===== config.mk =====
export PLATFORM = sky130hd
export DESIGN_NAME = reg_stage_skid_flat
export DESIGN_NICKNAME = d
export VERILOG_FILES = /design/src/rtl/reg_stage_skid_if.sv /design/src/rtl/reg_stage_skid.sv /design/src/flat_wrapper.sv
export SDC_FILE = /design/constraint.sdc
export NUM_CORES = 1
export LEC_CHECK = 0
export BUFFER_PORTS_ARGS = -buffer_cell sky130_fd_sc_hd__buf_2
export CORE_MARGIN = 1.5
export CORE_UTILIZATION = 37
export DETAILED_ROUTE_END_ITERATION = 16
export SLEW_MARGIN = 10
export SYNTH_ARGS = -nofsm -noshare
export SYNTH_HDL_FRONTEND = slang
export SYNTH_SLANG_ARGS = --single-unit

===== constraint.sdc =====
create_clock -name clk -period 5.5 [get_ports clk]
set_input_delay 0.825 -clock clk [delete_from_list [all_inputs] [get_ports clk]]
set_output_delay 0.825 -clock clk [all_outputs]
set_load 0.02 [all_outputs]

===== src/rtl/reg_stage_skid_if.sv =====
// Writeback bundle with valid/ready handshake between two pipeline stages.
// The master drives valid and payload; the slave returns ready.
interface reg_stage_skid_if #(
    parameter int DATA_W = 32,
    parameter int RN_W   = 5
) ();
    logic              valid;
    logic              ready;
    logic              wreg;
    logic              m2reg;
    logic [DATA_W-1:0] alu;
    logic [DATA_W-1:0] mo;
    logic [RN_W-1:0]   rn;

    modport master (output valid, wreg, m2reg, alu, mo, rn, input ready);
    modport slave  (input valid, wreg, m2reg, alu, mo, rn, output ready);
endinterface


===== src/rtl/reg_stage_skid.sv =====
// Pipeline stage register for the writeback bundle with valid/ready handshake,
// optional 2-entry skid buffer (registered in_ready) and synchronous flush.
module reg_stage_skid #(
    parameter int DATA_W = 32,
    parameter int RN_W   = 5,
    parameter int SKID   = 1
) (
    input  logic            clk,
    input  logic            clr,
    input  logic            flush,
    reg_stage_skid_if.slave  up,
    reg_stage_skid_if.master dn
);

    typedef struct packed {
        logic              wreg;
        logic              m2reg;
        logic [DATA_W-1:0] alu;
        logic [DATA_W-1:0] mo;
        logic [RN_W-1:0]   rn;
    } bundle_t;

    function automatic logic wreg_qual(input logic v, input logic w, input logic [RN_W-1:0] rn);
        return v && w && (rn != '0);
    endfunction

    bundle_t in_b;
    bundle_t main_p1, main_n;
    bundle_t skid_p0, skid_n;
    logic    main_vld_p1, main_vld_n;
    logic    skid_vld_p0, skid_vld_n;
    logic    in_ready;
    logic    accept;
    logic    drain;

    assign in_b = {up.wreg, up.m2reg, up.alu, up.mo, up.rn};

    generate
        if (SKID != 0) begin : g_ready_skid
            // Registered state only: no path from out_ready to in_ready.
            assign in_ready = !skid_vld_p0 && !clr;
        end else begin : g_ready_single
            assign in_ready = (!main_vld_p1 || dn.ready) && !clr;
        end
    endgenerate

    assign up.ready = in_ready;
    assign accept   = up.valid && in_ready;
    assign drain    = main_vld_p1 && dn.ready;

    always_comb begin
        main_vld_n = main_vld_p1;
        skid_vld_n = skid_vld_p0;
        main_n     = main_p1;
        skid_n     = skid_p0;
        if (SKID != 0) begin
            if (!main_vld_p1 || drain) begin
                if (skid_vld_p0) begin
                    main_vld_n = 1'b1;
                    main_n     = skid_p0;
                    skid_vld_n = accept;
                    if (accept) skid_n = in_b;
                end else begin
                    main_vld_n = accept;
                    if (accept) main_n = in_b;
                end
            end else if (accept) begin
                skid_vld_n = 1'b1;
                skid_n     = in_b;
            end
        end else begin
            if (accept) begin
                main_vld_n = 1'b1;
                main_n     = in_b;
            end else if (drain) begin
                main_vld_n = 1'b0;
            end
        end
        // Flush drops everything, including an input accepted this cycle.
        if (flush) begin
            main_vld_n = 1'b0;
            skid_vld_n = 1'b0;
            main_n     = main_p1;
            skid_n     = skid_p0;
        end
    end

    always_ff @(posedge clk or posedge clr) begin
        if (clr) begin
            main_vld_p1 <= 1'b0;
            skid_vld_p0 <= 1'b0;
            main_p1     <= '0;
            skid_p0     <= '0;
        end else begin
            main_vld_p1 <= main_vld_n;
            skid_vld_p0 <= skid_vld_n;
            main_p1     <= main_n;
            skid_p0     <= skid_n;
        end
    end

    assign dn.valid = main_vld_p1;
    assign dn.wreg  = wreg_qual(main_vld_p1, main_p1.wreg, main_p1.rn);
    assign dn.m2reg = main_p1.m2reg;
    assign dn.alu   = main_p1.alu;
    assign dn.mo    = main_p1.mo;
    assign dn.rn    = main_p1.rn;

endmodule


===== src/flat_wrapper.sv =====
// flat-port wrapper written by rule: the top's interface ports become plain ports
module reg_stage_skid_flat 
#(
    parameter int DATA_W = 32,
    parameter int RN_W   = 5,
    parameter int SKID   = 1
)
  (clk, clr, flush, up_valid, up_wreg, up_m2reg, up_alu, up_mo, up_rn, up_ready, dn_valid, dn_wreg, dn_m2reg, dn_alu, dn_mo, dn_rn, dn_ready);
  reg_stage_skid_if #(.DATA_W(DATA_W), .RN_W(RN_W)) up_i ();
  reg_stage_skid_if #(.DATA_W(DATA_W), .RN_W(RN_W)) dn_i ();
  input  logic clk;
  input  logic clr;
  input  logic flush;
  input wire logic [$bits(up_i.valid)-1:0] up_valid;
  input wire logic [$bits(up_i.wreg)-1:0] up_wreg;
  input wire logic [$bits(up_i.m2reg)-1:0] up_m2reg;
  input wire logic [$bits(up_i.alu)-1:0] up_alu;
  input wire logic [$bits(up_i.mo)-1:0] up_mo;
  input wire logic [$bits(up_i.rn)-1:0] up_rn;
  output wire logic [$bits(up_i.ready)-1:0] up_ready;
  output wire logic [$bits(dn_i.valid)-1:0] dn_valid;
  output wire logic [$bits(dn_i.wreg)-1:0] dn_wreg;
  output wire logic [$bits(dn_i.m2reg)-1:0] dn_m2reg;
  output wire logic [$bits(dn_i.alu)-1:0] dn_alu;
  output wire logic [$bits(dn_i.mo)-1:0] dn_mo;
  output wire logic [$bits(dn_i.rn)-1:0] dn_rn;
  input wire logic [$bits(dn_i.ready)-1:0] dn_ready;
  assign up_i.valid = up_valid;
  assign up_i.wreg = up_wreg;
  assign up_i.m2reg = up_m2reg;
  assign up_i.alu = up_alu;
  assign up_i.mo = up_mo;
  assign up_i.rn = up_rn;
  assign up_ready = up_i.ready;
  assign dn_valid = dn_i.valid;
  assign dn_wreg = dn_i.wreg;
  assign dn_m2reg = dn_i.m2reg;
  assign dn_alu = dn_i.alu;
  assign dn_mo = dn_i.mo;
  assign dn_rn = dn_i.rn;
  assign dn_i.ready = dn_ready;
  reg_stage_skid #(.DATA_W(DATA_W), .RN_W(RN_W), .SKID(SKID)) u_core (.clk(clk), .clr(clr), .flush(flush), .up(up_i), .dn(dn_i));
endmodule

==> metrics <==
outcome finished clean; Hold Path Sink u_core.dn.mo[13]; worst-skew pair later-pin latency 0.41 ns; Pwr Total 3.11 mW; Pwr Density 389 mW/mm^2; endpoints failing setup 0; r2r worst-path depth 3; post-synth top area share 50.9%; Die X-Extent 141 um; vias in the first global route 4169; share of layout cells above drive strength 1 72.1%; CP Max Fanout 75; initial DRC count 82; setup tns final 0 ns; Vias/cell 4.64; Sw Ratio 26.9%; CP peak stage delay 1.10 ns; grt total ovfl 0; crit path launch type flop; largest cells by area after synthesis dfrtp_1 51%, mux2_2 23%, mux2_4 15%, buf_4 7.3%, buf_12 2.0%; Post-CTS Resized 0; fraction of registers with async set/reset 100%; number of flops mapped to enable cells by yosys 0; post-synth top area cell dfrtp_1; sequential element share of the synthesized area 50.9%; fin worst setup slack 2.34 ns; internal power 2.28 mW; RSZ-0062 raised after global routing false; Min-Delay Path Depth 1; Leak 3.92 nW; post-layout util 42.7%; yosys warns 0; count leader, synth dfrtp_1; I/O Pins 149; CTS buffer count 17; Worst Path Arrival 3.45 ns; #FFs+latches synth 144; Port Buf Inserts 148; CTS tree yes; combinational power share 19.7%; Reg2Reg Launch Point u_core.skid_vld_p0; Main synth FF type dfrtp_1; Worst R2R End u_core.skid_p0[35]; Max Clock Freq 0.316 GHz; post-placement cell count 754; Worst Min Path Start u_core.dn.mo[13]; worst-case vdd ir drop 208 uV; Root Buffer clkbuf_16; synthesized area 0.00708 sq mm; clk buf depth 2; setup bufs post-CTS 0; Post-DP Area 0.00741 sq mm; skew final 0.00785 ns; Final Cell Area 0.00800 sq mm; Non-Filler Instances 785; final hold vios 0; required time worst endpoint 5.79 ns; Die ar. 0.0200 sq mm; post-DP HPWL 8470 um; Yosys cell types 18; initial antenna violation count 0; Area Growth Syn to Fin 13.0%; Critical-path top delay cell dfrtp_4; Gate Count Post-Synth 463; min Tclk post-route 3.16 ns; largest net degree at the start of global routing 95; Routed WL 13000 um; Initial Utilization 37.8%; detailed-routing iteration count for the pre-antenna-repair pass 4; core area 0.0187 sq mm; Clock transition at path regs 0.06 ns; DRT antenna net count 0; FF-to-FF setup slack 2.34 ns; DRC viols 0; GPL Wtd Cong 0.721; Switching Power 837 uW; CTS H-tree depth 4; sequential share of power 43.9%; total of max-cap violations 0; fin nets 615; Hold WS 0.500 ns; Worst-Margin Slew 1.05 ns; average cell area after synthesis 15.3 sq um; syn_nets 539; CP cell instances or3b_4 > buf_4 > mux2_2; Total GRT Usage 13.8%; HP Class reg -> reg; Rel. slew slack 29.9%; Synth top cells by count 144 x dfrtp_1, 143 x mux2_2, 70 x mux2_4, 69 x buf_4, 9 x clkbuf_1; Die H 141 um; Wirelength per Cell 16.6 um; first-pass GRT wire length 21600 um; Clock power frac 36.4%; Crit. End Element flop; row count 50; clock sink total 144; Worst setup startpoint u_core.skid_vld_p0; hold buffer count at CTS 0; Final Cycle Share 57.5%; pre-CTS setup slack 2.27 ns; Pins Over Slew Limit 0; worst setup path category reg -> reg; Via Count 3642; number of inserted diodes 0
layout by cell type (no fill, tap or decap), types with 3 or more instances in the layout:
cell and count:
buf_2 148, mux2_2 143, dfrtp_1 143, mux2_4 70, clkbuf_16 17, clkinv_2 4
nor2_1 3, clkbuf_8 3
how the worst max path moves through the flow:
stage / end
2_1_floorplan: u_core.dn.alu[0]
3_3_place_gp: u_core.skid_p0[35]
3_5_place_dp: u_core.skid_p0[35]
4_1_cts: u_core.skid_p0[35]
5_1_grt: u_core.skid_p0[35]
6_report: u_core.skid_p0[35]
worst max-delay path: cells and delay by family (launching register included):
family                 cells  cell delay (ns)
and+or+nand+nor            1             0.82
DFF                        1             1.10
muxes                      1             0.40
buffers and inverters      1             0.66
state kept, by name, summed over array words and instances, names as in the netlist:
register            flops
u_core.main_p1          1
u_core.dn.m2reg         1
u_core.dn.mo           32
u_core.skid_p0         71
u_core.skid_vld_p0      1
u_core.dn.alu          32
u_core.dn.valid         1
u_core.dn.rn            5
per-layer routing:
metal,GRT usage [%],wire length [um],share of wire (%)
met5,0,0,0
met4,3.95,100,0.77
met3,4.76,802,6.2
met2,21.7,6070,47
met1,18.0,6030,46
power by group through the flow:
stage          sequential, mW  combinational [mW]  clock (mW)
2_1_floorplan            1.35               0.592           0
3_3_place_gp             1.37               0.608           0
3_5_place_dp             1.38               0.623           0
4_1_cts                  1.37               0.623        1.17
5_1_grt                  1.39               0.659        1.22
6_report                 1.37               0.612        1.13
area by class of cell:
class | instances | area [sq um]
fillers | 1757 | 10700
flip-flops and latches | 144 | 3610
multi-input cells | 224 | 2750
repair buffers | 150 | 756
clock buffers | 21 | 470
well taps | 234 | 293
clock inverters | 10 | 113
inverters | 2 | 12.5
kinds of logic after synthesis:
group,synth area share [%]
muxes,37.6
DFF,50.9
buffers and inverters,10.4
and+or+nand+nor,0.690
AOI/OAI and AO/OA,0.354
Power figures use the tool's default switching activity.
